===== config.mk =====
export PLATFORM = sky130hd
export DESIGN_NAME = round_controller
export DESIGN_NICKNAME = d
export VERILOG_FILES = /design/src/rtl/round_pkg.sv /design/src/rtl/rise_detect.sv /design/src/rtl/round_controller.sv
export SDC_FILE = /design/constraint.sdc
export NUM_CORES = 1
export LEC_CHECK = 0
export CORE_MARGIN = 2
export CORE_UTILIZATION = 39
export CTS_BUF_LIST = sky130_fd_sc_hd__clkbuf_2
export DETAILED_ROUTE_END_ITERATION = 16
export HOLD_SLACK_MARGIN = 0.03
export PLACE_DENSITY = 0.74
export SLEW_MARGIN = 20
export SYNTH_ARGS = -nofsm -noshare
export SYNTH_HDL_FRONTEND = slang
export SYNTH_HIERARCHICAL = 1
export SYNTH_SLANG_ARGS = --single-unit

===== constraint.sdc =====
create_clock -name Clk -period 3.8 [get_ports Clk]
set_clock_uncertainty 0.1 [all_clocks]
set_input_delay 0.76 -clock Clk [delete_from_list [all_inputs] [get_ports Clk]]
set_output_delay 0.76 -clock Clk [all_outputs]
set_load 0.005 [all_outputs]

===== src/rtl/round_pkg.sv =====
// Shared encodings for the tank-match round sequencer and its consumers (color_mapper).
package round_pkg;

  typedef enum logic [2:0] {
    TITLE     = 3'd0,
    SELECT    = 3'd1,
    COUNTDOWN = 3'd2,
    PLAY      = 3'd3,
    HIT       = 3'd4,
    GAME_OVER = 3'd5
  } state_t;

  localparam logic [1:0] WINNER_NONE = 2'b00;
  localparam logic [1:0] WINNER_A    = 2'b01;
  localparam logic [1:0] WINNER_B    = 2'b10;

endpackage


===== src/rtl/rise_detect.sv =====
// Rising-edge detector: registered history, pulse high in the cycle the input first reads 1.
module rise_detect (
  input  logic clk,
  input  logic d,
  output logic rise
);

  logic prev;

  // History tracks the input even through reset, so a level held across reset never fires.
  always_ff @(posedge clk) prev <= d;

  assign rise = d & ~prev;

endmodule


===== src/rtl/round_controller.sv =====
// Tank-match sequencer: title, tank select, countdown, play, hit pause, game over.
module round_controller
  import round_pkg::*;
#(
  parameter int WIN_SCORE        = 3,
  parameter int COUNTDOWN_FRAMES = 180,
  parameter int HIT_HOLD_FRAMES  = 120,
  parameter int SCORE_W          = 4
) (
  input  logic               Clk,
  input  logic               Reset,
  input  logic               start,
  input  logic               select_done_A,
  input  logic               select_done_B,
  input  logic               hit_A,
  input  logic               hit_B,
  output logic [2:0]         currentState,
  output logic               play_enable,
  output logic               round_reset,
  output logic [7:0]         frames_left,
  output logic [SCORE_W-1:0] score_A,
  output logic [SCORE_W-1:0] score_B,
  output logic [1:0]         winner
);

  localparam int MAX_FRAMES = (COUNTDOWN_FRAMES > HIT_HOLD_FRAMES) ? COUNTDOWN_FRAMES : HIT_HOLD_FRAMES;
  localparam int TIMER_W    = (MAX_FRAMES > 1) ? $clog2(MAX_FRAMES) : 1;
  localparam logic [TIMER_W-1:0] CD_LOAD  = TIMER_W'(COUNTDOWN_FRAMES - 1);
  localparam logic [TIMER_W-1:0] HIT_LOAD = TIMER_W'(HIT_HOLD_FRAMES - 1);
  localparam logic [SCORE_W-1:0] SCORE_MAX = '1;
  localparam logic [SCORE_W-1:0] WIN_VAL   = SCORE_W'(WIN_SCORE);

  state_t               state, nxt_state;
  logic [TIMER_W-1:0]   timer, nxt_timer;
  logic [SCORE_W-1:0]   nxt_score_a, nxt_score_b, inc_a, inc_b;
  logic [1:0]           nxt_winner;
  logic                 sel_a, sel_b, nxt_sel_a, nxt_sel_b, nxt_round_reset;
  logic                 start_rise, hit_a_rise, hit_b_rise;

  rise_detect u_start (.clk(Clk), .d(start), .rise(start_rise));
  rise_detect u_hit_a (.clk(Clk), .d(hit_A), .rise(hit_a_rise));
  rise_detect u_hit_b (.clk(Clk), .d(hit_B), .rise(hit_b_rise));

  assign inc_a = (score_A == SCORE_MAX) ? score_A : score_A + SCORE_W'(1);
  assign inc_b = (score_B == SCORE_MAX) ? score_B : score_B + SCORE_W'(1);

  always_comb begin
    nxt_state       = state;
    nxt_timer       = timer;
    nxt_score_a     = score_A;
    nxt_score_b     = score_B;
    nxt_winner      = winner;
    nxt_sel_a       = sel_a;
    nxt_sel_b       = sel_b;
    nxt_round_reset = 1'b0;
    case (state)
      TITLE: if (start_rise) begin
        nxt_state   = SELECT;
        nxt_score_a = '0;
        nxt_score_b = '0;
        nxt_winner  = WINNER_NONE;
        nxt_sel_a   = 1'b0;
        nxt_sel_b   = 1'b0;
      end
      SELECT: begin
        nxt_sel_a = sel_a | select_done_A;
        nxt_sel_b = sel_b | select_done_B;
        if (nxt_sel_a && nxt_sel_b) begin
          nxt_state       = COUNTDOWN;
          nxt_timer       = CD_LOAD;
          nxt_round_reset = 1'b1;
          nxt_sel_a       = 1'b0;
          nxt_sel_b       = 1'b0;
        end
      end
      COUNTDOWN: begin
        if (timer == '0) nxt_state = PLAY;
        else             nxt_timer = timer - TIMER_W'(1);
      end
      PLAY: begin
        if (hit_a_rise && hit_b_rise) begin
          nxt_state = HIT;
          nxt_timer = HIT_LOAD;
        end else if (hit_b_rise) begin
          nxt_score_a = inc_a;
          if (inc_a == WIN_VAL) begin
            nxt_state  = GAME_OVER;
            nxt_winner = WINNER_A;
          end else begin
            nxt_state = HIT;
            nxt_timer = HIT_LOAD;
          end
        end else if (hit_a_rise) begin
          nxt_score_b = inc_b;
          if (inc_b == WIN_VAL) begin
            nxt_state  = GAME_OVER;
            nxt_winner = WINNER_B;
          end else begin
            nxt_state = HIT;
            nxt_timer = HIT_LOAD;
          end
        end
      end
      HIT: begin
        if (timer == '0) begin
          nxt_state       = COUNTDOWN;
          nxt_timer       = CD_LOAD;
          nxt_round_reset = 1'b1;
        end else begin
          nxt_timer = timer - TIMER_W'(1);
        end
      end
      GAME_OVER: if (start_rise) begin
        nxt_state   = TITLE;
        nxt_score_a = '0;
        nxt_score_b = '0;
        nxt_winner  = WINNER_NONE;
      end
      default: nxt_state = TITLE;
    endcase
  end

  always_ff @(posedge Clk) begin
    if (Reset) begin
      state       <= TITLE;
      timer       <= '0;
      score_A     <= '0;
      score_B     <= '0;
      winner      <= WINNER_NONE;
      sel_a       <= 1'b0;
      sel_b       <= 1'b0;
      round_reset <= 1'b0;
    end else begin
      state       <= nxt_state;
      timer       <= nxt_timer;
      score_A     <= nxt_score_a;
      score_B     <= nxt_score_b;
      winner      <= nxt_winner;
      sel_a       <= nxt_sel_a;
      sel_b       <= nxt_sel_b;
      round_reset <= nxt_round_reset;
    end
  end

  assign currentState = state;
  assign play_enable  = (state == PLAY);

  // Timer contents are stale outside COUNTDOWN/HIT, so the display is forced to 0 there.
  always_comb begin
    frames_left = '0;
    if (state == COUNTDOWN || state == HIT)
      frames_left = (32'(timer) > 255) ? 8'hFF : 8'(timer);
  end

endmodule


==> impl_metrics.sql, run 1 <==
INSERT INTO impl_metrics (metric_group, metric, value, unit) VALUES
('synth', 'ys_async_sr_fraction', '0', '%'),
('route', 'routed_wire_length_per_instance', '14.21', 'um'),
('critical_path', 'worst_setup_path_end_kind', 'primary output', ''),
('clock_tree', 'ctsResizeCount', '0', ''),
('cells_and_area', 'fill_cells', '408', ''),
('cells_and_area', 'antenna-diode-count', '0', ''),
('timing', 'final-hold-violation-count', '0', ''),
('critical_path', 'critPathArrivalTime', '2.19', 'ns'),
('floorplan', 'fp.dieH', '69.37', 'um'),
('run', 'cap_violations', '0', ''),
('run_status', 'status', 'completed', ''),
('clock_tree', 'cts_tree', 'done', ''),
('clock_tree', 'max-clock-path-buffers', '2', ''),
('synth', 'most_used_dff_post_synth', 'sky130_fd_sc_hd__dfxtp_1', ''),
('power_and_ir_drop', 'power.density_cell_area', '499.4', 'mW/mm^2'),
('floorplan', 'placement_rows', '23', ''),
('critical_path', 'cp_data_required_time', '2.94', 'ns'),
('route', 'vias_per_cell', '5.886', ''),
('floorplan', 'fp.dieArea', '0.004812', 'mm^2'),
('clock_tree', 'clk_transition_reported_paths', '0.26', 'ns'),
('placement', 'hpwlAfterDp', '2.903', 'mm'),
('grt', 'grt_max_degree', '17', ''),
('synth', 'synth.distinct_cells', '53', ''),
('cells_and_area', 'final_net_count', '241', ''),
('grt', 'grt_overflow', '0', ''),
('synth', 'synth_seq_area_share', '32.43', '%'),
('route', 'route.detailed.drc', '0', ''),
('clock_tree', 'clock_sink_count', '27', ''),
('timing', 'count_of_final_max_slew_check_failures', '0', ''),
('clock_tree', 'cts_made_buffers', '3', ''),
('placement', 'place_congestion', '0.8682', ''),
('cells_and_area', 'most-common-layout-cells', 'sky130_fd_sc_hd__clkdlybuf4s50_1, sky130_fd_sc_hd__dfxtp_1, sky130_fd_sc_hd__o21ai_0', ''),
('critical_path', 'nature_of_the_critical_path_startpoint', 'register', ''),
('synth', 'post_synth_instance_area', '0.001667', 'mm^2'),
('timing', 'setup_repair_after_global_routing_missed_its_margin', 'false', ''),
('floorplan', 'floorplan.die.width', '69.37', 'um'),
('timing', 'fin_tns_setup', '0', 'ns'),
('clock_tree', 'cts-root-buf', 'sky130_fd_sc_hd__clkbuf_2', ''),
('floorplan', 'design.core.area', '0.004058', 'mm^2'),
('route', 'drtAntennaViolNets', '0', ''),
('timing', 'worst_margin_slew', '0.7123', 'ns'),
('synth', 'synth_nets', '214', ''),
('cells_and_area', 'area_growth_syn_to_layout', '21.10', '%'),
('route', 'drt_iter0_drc', '103', ''),
('critical_path', 'worstPathMaxFanout', '15', ''),
('clock_tree', 'clk_latency', '0.36', 'ns'),
('timing', 'report.final.setup_viol', '0', ''),
('route', 'dr.pass1.iters', '4', ''),
('placement', 'numPortBuffers', '29', ''),
('cells_and_area', 'ratio_of_cells_with_drive_above_1_in_the_final_layout', '9.130', '%'),
('synth', 'synth-edff-count', '0', ''),
('grt', 'number_of_global_route_vias_before_repair', '1441', ''),
('critical_path', 'timing.setup.critical_path_class', 'reg2out', ''),
('clock_tree', 'clock_tree.htree_level_count', '1', ''),
('hold_path', 'hold_class', 'reg2reg', ''),
('grt', 'track_usage', '16.45', '%'),
('grt', 'antenna_found_initial', '0', ''),
('clock_tree', 'cts_hold_buffers', '0', ''),
('route', 'num_vias', '1648', ''),
('synth', 'synth_cells', '204', ''),
('clock_tree', 'cts_post_setup_buffers_inserted', '0', ''),
('route', 'finalWirelength', '3.980', 'mm'),
('power_and_ir_drop', 'vdd_drop_max', '181.3', 'uV'),
('grt', 'grt_first_pass_wirelength', '6.706', 'mm'),
('cells_and_area', 'most_frequent_standard_cell_in_the_layout_excluding_fill_and_tap_cells', 'sky130_fd_sc_hd__clkdlybuf4s50_1', ''),
('timing', 'final.period_utilization', '80.23', '%'),
('floorplan', 'initial_utilization', '41.07', '%'),
('synth', 'syn_area_per_cell', '8.170', 'um^2'),
('floorplan', 'floorplan.io_pins', '30', ''),
('timing', 'highest_clock_rate', '0.3280', 'GHz'),
('synth', 'ys_warn_count', '6', ''),
('power_and_ir_drop', 'post-layout-total-power', '1.008', 'mW'),
('timing', 'slew_headroom', '52.31', '%'),
('timing', 'final.min_clock_period', '3.049', 'ns'),
('synth', 'synth.ff_latch_count', '27', ''),
('power_and_ir_drop', 'p_leak', '0.7238', 'nW');
[worst paths after layout]
check                         end       startpoint  slack (ns)  cells after the start
hold reg to reg        score_B[1]       score_B[1]        0.41                      2
setup / recovery   frames_left[2]  currentState[2]        0.75                      5
setup reg to reg  currentState[0]         timer[0]        1.31                      7
hold / removal         score_B[1]       score_B[1]        0.41                      2
[per-stage QoR]
step                instances  cell area [um^2]  hold slack, ns  util, %  worst slack (ns)
floorplan                 204              1667          0.3517        -             1.462
global placement          276              1998          0.3706    49.24            0.7961
detailed placement        276              1998          0.3686    49.24            0.7194
CTS                       280              2018          0.4064    49.74            0.7367
global route              280              2018          0.4355    49.74            0.5697
finish                    280              2018          0.4065    49.74            0.7512
[flip-flops by register name, summed over array words and instances, names as in the netlist]
register	cells
round_reset	1
score_B	4
u_start/prev	1
u_hit_a/prev	1
sel_b	1
u_hit_b/prev	1
timer	8
score_A	4
winner	2
currentState	3
sel_a	1
[cell type report]
| cell class | count | area (um^2) | share of cell area (%) |
|---|---|---|---|
| repair buffers | 31 | 305.3 | 15.13 |
| inverters | 8 | 30.03 | 1.488 |
| flip-flops and latches | 27 | 540.5 | 26.78 |
| well taps | 50 | 62.56 | 3.100 |
| multi-input cells | 160 | 1060 | 52.51 |
| clock buffers | 4 | 20.02 | 0.9919 |
[metal layers]
| metal | vias to the layer above | wire, um | global-route usage [%] |
|---|---|---|---|
| met5 | - | 0 | 0 |
| met4 | 0 | 78 | 6.318 |
| met3 | 8 | 196 | 1.308 |
| met2 | 46 | 1807 | 25.85 |
| met1 | 781 | 1898 | 23.37 |
| li1 | 813 | - | - |
[power breakdown]
| group | switching [mW] | internal (mW) |
|---|---|---|
| clock network | 0.0867 | 0.0278 |
| logic | 0.275 | 0.218 |
| registers | 0.0713 | 0.329 |
| total | 0.433 | 0.575 |
[worst max-delay path, cell delays in order (launching register included)]
cell,delay (ns)
sky130_fd_sc_hd__dfxtp_1,0.66
sky130_fd_sc_hd__nand2b_1,0.16
sky130_fd_sc_hd__a21oi_1,0.17
sky130_fd_sc_hd__buf_4,0.20
sky130_fd_sc_hd__and2_2,0.15
sky130_fd_sc_hd__clkdlybuf4s50_1,0.49
[synth_stat cells (2+ instances only)]
master / count / area share, %
sky130_fd_sc_hd__nand3_1: 7 / 2.1
sky130_fd_sc_hd__or2_2: 2 / 0.75
sky130_fd_sc_hd__clkbuf_1: 6 / 1.4
sky130_fd_sc_hd__a21oi_1: 13 / 3.9
sky130_fd_sc_hd__xor2_1: 4 / 2.1
sky130_fd_sc_hd__and2_4: 2 / 1.1
sky130_fd_sc_hd__o211ai_1: 3 / 1.4
sky130_fd_sc_hd__ha_1: 3 / 2.3
sky130_fd_sc_hd__nor2b_4: 3 / 2.5
sky130_fd_sc_hd__or4_1: 2 / 0.90
sky130_fd_sc_hd__nor4_1: 4 / 1.5
sky130_fd_sc_hd__a311oi_1: 3 / 1.6
sky130_fd_sc_hd__o22ai_1: 4 / 1.5
sky130_fd_sc_hd__nand2b_1: 7 / 2.6
sky130_fd_sc_hd__mux2i_1: 2 / 1.2
sky130_fd_sc_hd__o21ai_0: 16 / 4.8
sky130_fd_sc_hd__xnor2_1: 2 / 1.1
sky130_fd_sc_hd__o31ai_1: 4 / 1.8
sky130_fd_sc_hd__a31oi_1: 6 / 2.3
sky130_fd_sc_hd__nor2_1: 15 / 3.4
sky130_fd_sc_hd__dfxtp_1: 27 / 32
sky130_fd_sc_hd__nor3_1: 3 / 0.90
sky130_fd_sc_hd__inv_1: 8 / 1.8
sky130_fd_sc_hd__nand2_1: 14 / 3.2
sky130_fd_sc_hd__buf_2: 2 / 0.60
sky130_fd_sc_hd__a311o_1: 2 / 1.2
sky130_fd_sc_hd__a211oi_1: 5 / 2.3
sky130_fd_sc_hd__or3b_1: 2 / 1.1
sky130_fd_sc_hd__and2_1: 9 / 3.4
[kinds of logic (layout without fill, tap and decap cells)]
logic type	after synthesis	in the layout	share of synthesized area (%)
DFF	27	27	32.43
buffers and inverters	17	43	3.979
and+or+nand+nor	84	84	30.41
muxes	2	2	1.201
AOI/OAI and AO/OA	65	65	26.58
adders and majority gates	3	3	2.252
xor gates and xnor gates	6	6	3.153
No activity file was read; power rests on OpenSTA's default activity.
==> run 2, diff against run 1 <==
==> constraint.sdc (replaced) <==
create_clock -name Clk -period 3 [get_ports Clk]
set_clock_uncertainty 0.1 [all_clocks]
set_input_delay 0.6 -clock Clk [delete_from_list [all_inputs] [get_ports Clk]]
set_output_delay 0.6 -clock Clk [all_outputs]
set_load 0.005 [all_outputs]
==> run 2 against run 1 <==
  * Via count decreased by 0.55%
  * Sequential power is 22% higher
  * Critical path depth decreased by 1
  * Flip-flop and latch count unchanged
  * Final area up 1.9%
  * Clock power up 27%
  * Count of clock-buffer cells in the layout decreased by 1
  * First-iteration DRC count is 21% higher
  * Critical endpoint is now play_enable
==> impl_metrics.sql, run 2 (synthesis gave the netlist of run 1 again) <==
INSERT INTO impl_metrics (metric_group, metric, value, unit) VALUES
('cells_and_area', 'layout.area.seq', '540.5', 'um^2'),
('placement', 'numPortBuffers', '29', ''),
('power_and_ir_drop', 'power_frac_clock', '11.2', '%'),
('cells_and_area', 'area_growth_syn_to_layout', '23.35', '%'),
('cells_and_area', 'finish.instance_area', '0.002056', 'mm^2'),
('cells_and_area', 'most_frequent_standard_cell_in_the_layout_excluding_fill_and_tap_cells', 'sky130_fd_sc_hd__clkdlybuf4s50_1', ''),
('route', 'finalWirelength', '3.980', 'mm'),
('timing', 'report.final.setup_viol', '0', ''),
('cells_and_area', 'ratio_of_cells_with_drive_above_1_in_the_final_layout', '11.06', '%'),
('critical_path', 'timing.setup.critical_path_class', 'reg2out', ''),
('timing', 'setup_repair_after_global_routing_missed_its_margin', 'false', ''),
('route', 'drtAntennaViolNets', '0', ''),
('critical_path', 'critical_path_origin', 'currentState[2]', ''),
('critical_path', 'worst_setup_path_end_kind', 'primary output', ''),
('grt', 'grt_max_degree', '17', ''),
('timing', 'fin_tns_setup', '0', 'ns'),
('floorplan', 'design.core.area', '0.004058', 'mm^2'),
('floorplan', 'fp.dieH', '69.37', 'um'),
('placement', 'place_congestion', '0.8579', ''),
('critical_path', 'worstPathMaxFanout', '11', ''),
('clock_tree', 'clk_transition_reported_paths', '0.27', 'ns'),
('clock_tree', 'cts_hold_buffers', '0', ''),
('cells_and_area', 'reg.largest.list', 'timer (8), score_A (4), score_B (4)', ''),
('timing', 'count_of_final_max_slew_check_failures', '0', ''),
('floorplan', 'floorplan.io_pins', '30', ''),
('power_and_ir_drop', 'power.share.sequential', '37.7', '%'),
('route', 'route.detailed.drc', '0', ''),
('cells_and_area', 'most-common-layout-cells', 'sky130_fd_sc_hd__clkdlybuf4s50_1, sky130_fd_sc_hd__dfxtp_1, sky130_fd_sc_hd__o21ai_0', ''),
('power_and_ir_drop', 'power.density_cell_area', '630.7', 'mW/mm^2'),
('power_and_ir_drop', 'p_leak', '0.7499', 'nW'),
('timing', 'worst_margin_slew', '0.7242', 'ns'),
('clock_tree', 'ctsResizeCount', '0', ''),
('placement', 'hpwlAfterDp', '2.922', 'mm'),
('clock_tree', 'max-clock-path-buffers', '2', ''),
('cells_and_area', 'max_ffs_per_register', '8', ''),
('floorplan', 'fp.dieArea', '0.004812', 'mm^2'),
('clock_tree', 'clock_sink_count', '27', ''),
('clock_tree', 'cts-root-buf', 'sky130_fd_sc_hd__clkbuf_2', ''),
('floorplan', 'initial_utilization', '41.07', '%'),
('run_status', 'status', 'completed', ''),
('timing', 'final.period_utilization', '92.05', '%'),
('hold_path', 'hold_path.startpoint', 'score_B[1]', ''),
('cells_and_area', 'regMostFlops', 'timer', ''),
('floorplan', 'floorplan.die.width', '69.37', 'um'),
('critical_path', 'nature_of_the_critical_path_startpoint', 'register', ''),
('power_and_ir_drop', 'switchingPower', '0.5571', 'mW'),
('route', 'routed_wire_length_per_instance', '13.96', 'um'),
('power_and_ir_drop', 'power.combinational.fraction', '51.1', '%'),
('timing', 'fin_hold_ws', '0.4020', 'ns'),
('cells_and_area', 'fill_cells', '399', ''),
('grt', 'number_of_global_route_vias_before_repair', '1488', ''),
('grt', 'antenna_found_initial', '0', ''),
('critical_path', 'cp_data_required_time', '2.30', 'ns'),
('power_and_ir_drop', 'post-layout-total-power', '1.297', 'mW'),
('cells_and_area', 'antenna-diode-count', '0', ''),
('floorplan', 'placement_rows', '23', ''),
('run', 'cap_violations', '0', ''),
('route', 'dr.pass1.iters', '4', ''),
('cells_and_area', 'post_layout_utilization_of_the_core', '50.66', '%'),
('timing', 'slew_headroom', '51.11', '%'),
('route', 'drt_iter0_drc', '125', ''),
('cells_and_area', 'final_net_count', '246', ''),
('grt', 'grt_overflow', '0', ''),
('cells_and_area', 'multi_input_comb_area', '0.001060', 'mm^2'),
('clock_tree', 'cts_made_buffers', '3', ''),
('grt', 'track_usage', '16.55', '%'),
('critical_path', 'critPathArrivalTime', '2.06', 'ns'),
('power_and_ir_drop', 'internal_dissipation', '0.7395', 'mW'),
('route', 'num_vias', '1639', ''),
('placement', 'post_dp_cell_area', '0.002036', 'mm^2'),
('clock_tree', 'clk_latency', '0.37', 'ns'),
('power_and_ir_drop', 'vdd_drop_max', '262.3', 'uV'),
('clock_tree', 'clock_tree.htree_level_count', '1', ''),
('timing', 'final.min_clock_period', '2.762', 'ns'),
('power_and_ir_drop', 'p_sw_share', '42.96', '%'),
('timing', 'highest_clock_rate', '0.3621', 'GHz'),
('critical_path', 'worst_r2r_startpoint', 'timer[0]', ''),
('timing', 'final-hold-violation-count', '0', ''),
('clock_tree', 'cts_tree', 'done', ''),
('hold_path', 'hold_class', 'reg2reg', ''),
('route', 'vias_per_cell', '5.751', ''),
('clock_tree', 'cts_post_setup_buffers_inserted', '0', ''),
('grt', 'grt_first_pass_wirelength', '6.720', 'mm');
run 2: final cells by class:
type / instances / share of cell area [%]
multi-input combinational: 160 / 51.55
sequential: 27 / 26.29
timing repair buffer: 36 / 16.68
tap: 50 / 3.043
inverter: 8 / 1.461
clock buffer: 3 / 0.7304
clock inverter: 1 / 0.2435
run 2: final timing paths:
path,slack [ns],depth (start not counted),endpoint
min reg2reg,0.40,2,score_B[1]
max,0.24,4,play_enable
max reg2reg,0.56,7,currentState[0]
min,0.40,2,score_B[1]
run 2: per-stage QoR:
stage / cells / setup WS, ns
6_report: 285 / 0.2384
5_1_grt: 285 / 0.1661
4_1_cts: 285 / 0.2760
3_5_place_dp: 281 / 0.2071
3_3_place_gp: 281 / 0.2768
2_1_floorplan: 204 / 0.8042
run 2: power groups by stage:
stage / Clock [mW] / Combinational (mW) / Sequential [mW]
floorplan: 0 / 0.485 / 0.479
global placement: 0 / 0.647 / 0.494
global route: 0.163 / 0.730 / 0.502
detailed placement: 0 / 0.654 / 0.495
CTS: 0.149 / 0.661 / 0.488
finish: 0.145 / 0.662 / 0.489
run 2: routing by layer:
| metal | track usage (%) | routed length (um) | vias up |
|---|---|---|---|
| li1 | - | - | 822 |
| met1 | 22.77 | 1946 | 768 |
| met2 | 26.71 | 1824 | 44 |
| met3 | 2.326 | 164 | 5 |
| met4 | 5.229 | 44 | 0 |
| met5 | 0 | 0 | - |
run 2: critical path, cell delays in order, from the launching register on:
cell	delay [ns]
sky130_fd_sc_hd__dfxtp_1	0.40
sky130_fd_sc_hd__buf_4	0.18
sky130_fd_sc_hd__nand3b_2	0.31
sky130_fd_sc_hd__inv_1	0.24
sky130_fd_sc_hd__clkdlybuf4s50_1	0.55
==> run 3, diff against run 2 <==
--- a/config.mk
+++ b/config.mk
@@ -5,13 +5,13 @@
 export SDC_FILE = /design/constraint.sdc
 export NUM_CORES = 1
 export LEC_CHECK = 0
+export CAP_MARGIN = 10
 export CORE_MARGIN = 2
 export CORE_UTILIZATION = 39
 export CTS_BUF_LIST = sky130_fd_sc_hd__clkbuf_2
 export DETAILED_ROUTE_END_ITERATION = 16
 export HOLD_SLACK_MARGIN = 0.03
 export PLACE_DENSITY = 0.74
-export SLEW_MARGIN = 20
 export SYNTH_ARGS = -nofsm -noshare
 export SYNTH_HDL_FRONTEND = slang
 export SYNTH_HIERARCHICAL = 1
==> results of run 3 <==
Same layout as run 2: the final DEF is identical, and so are final timing and power.
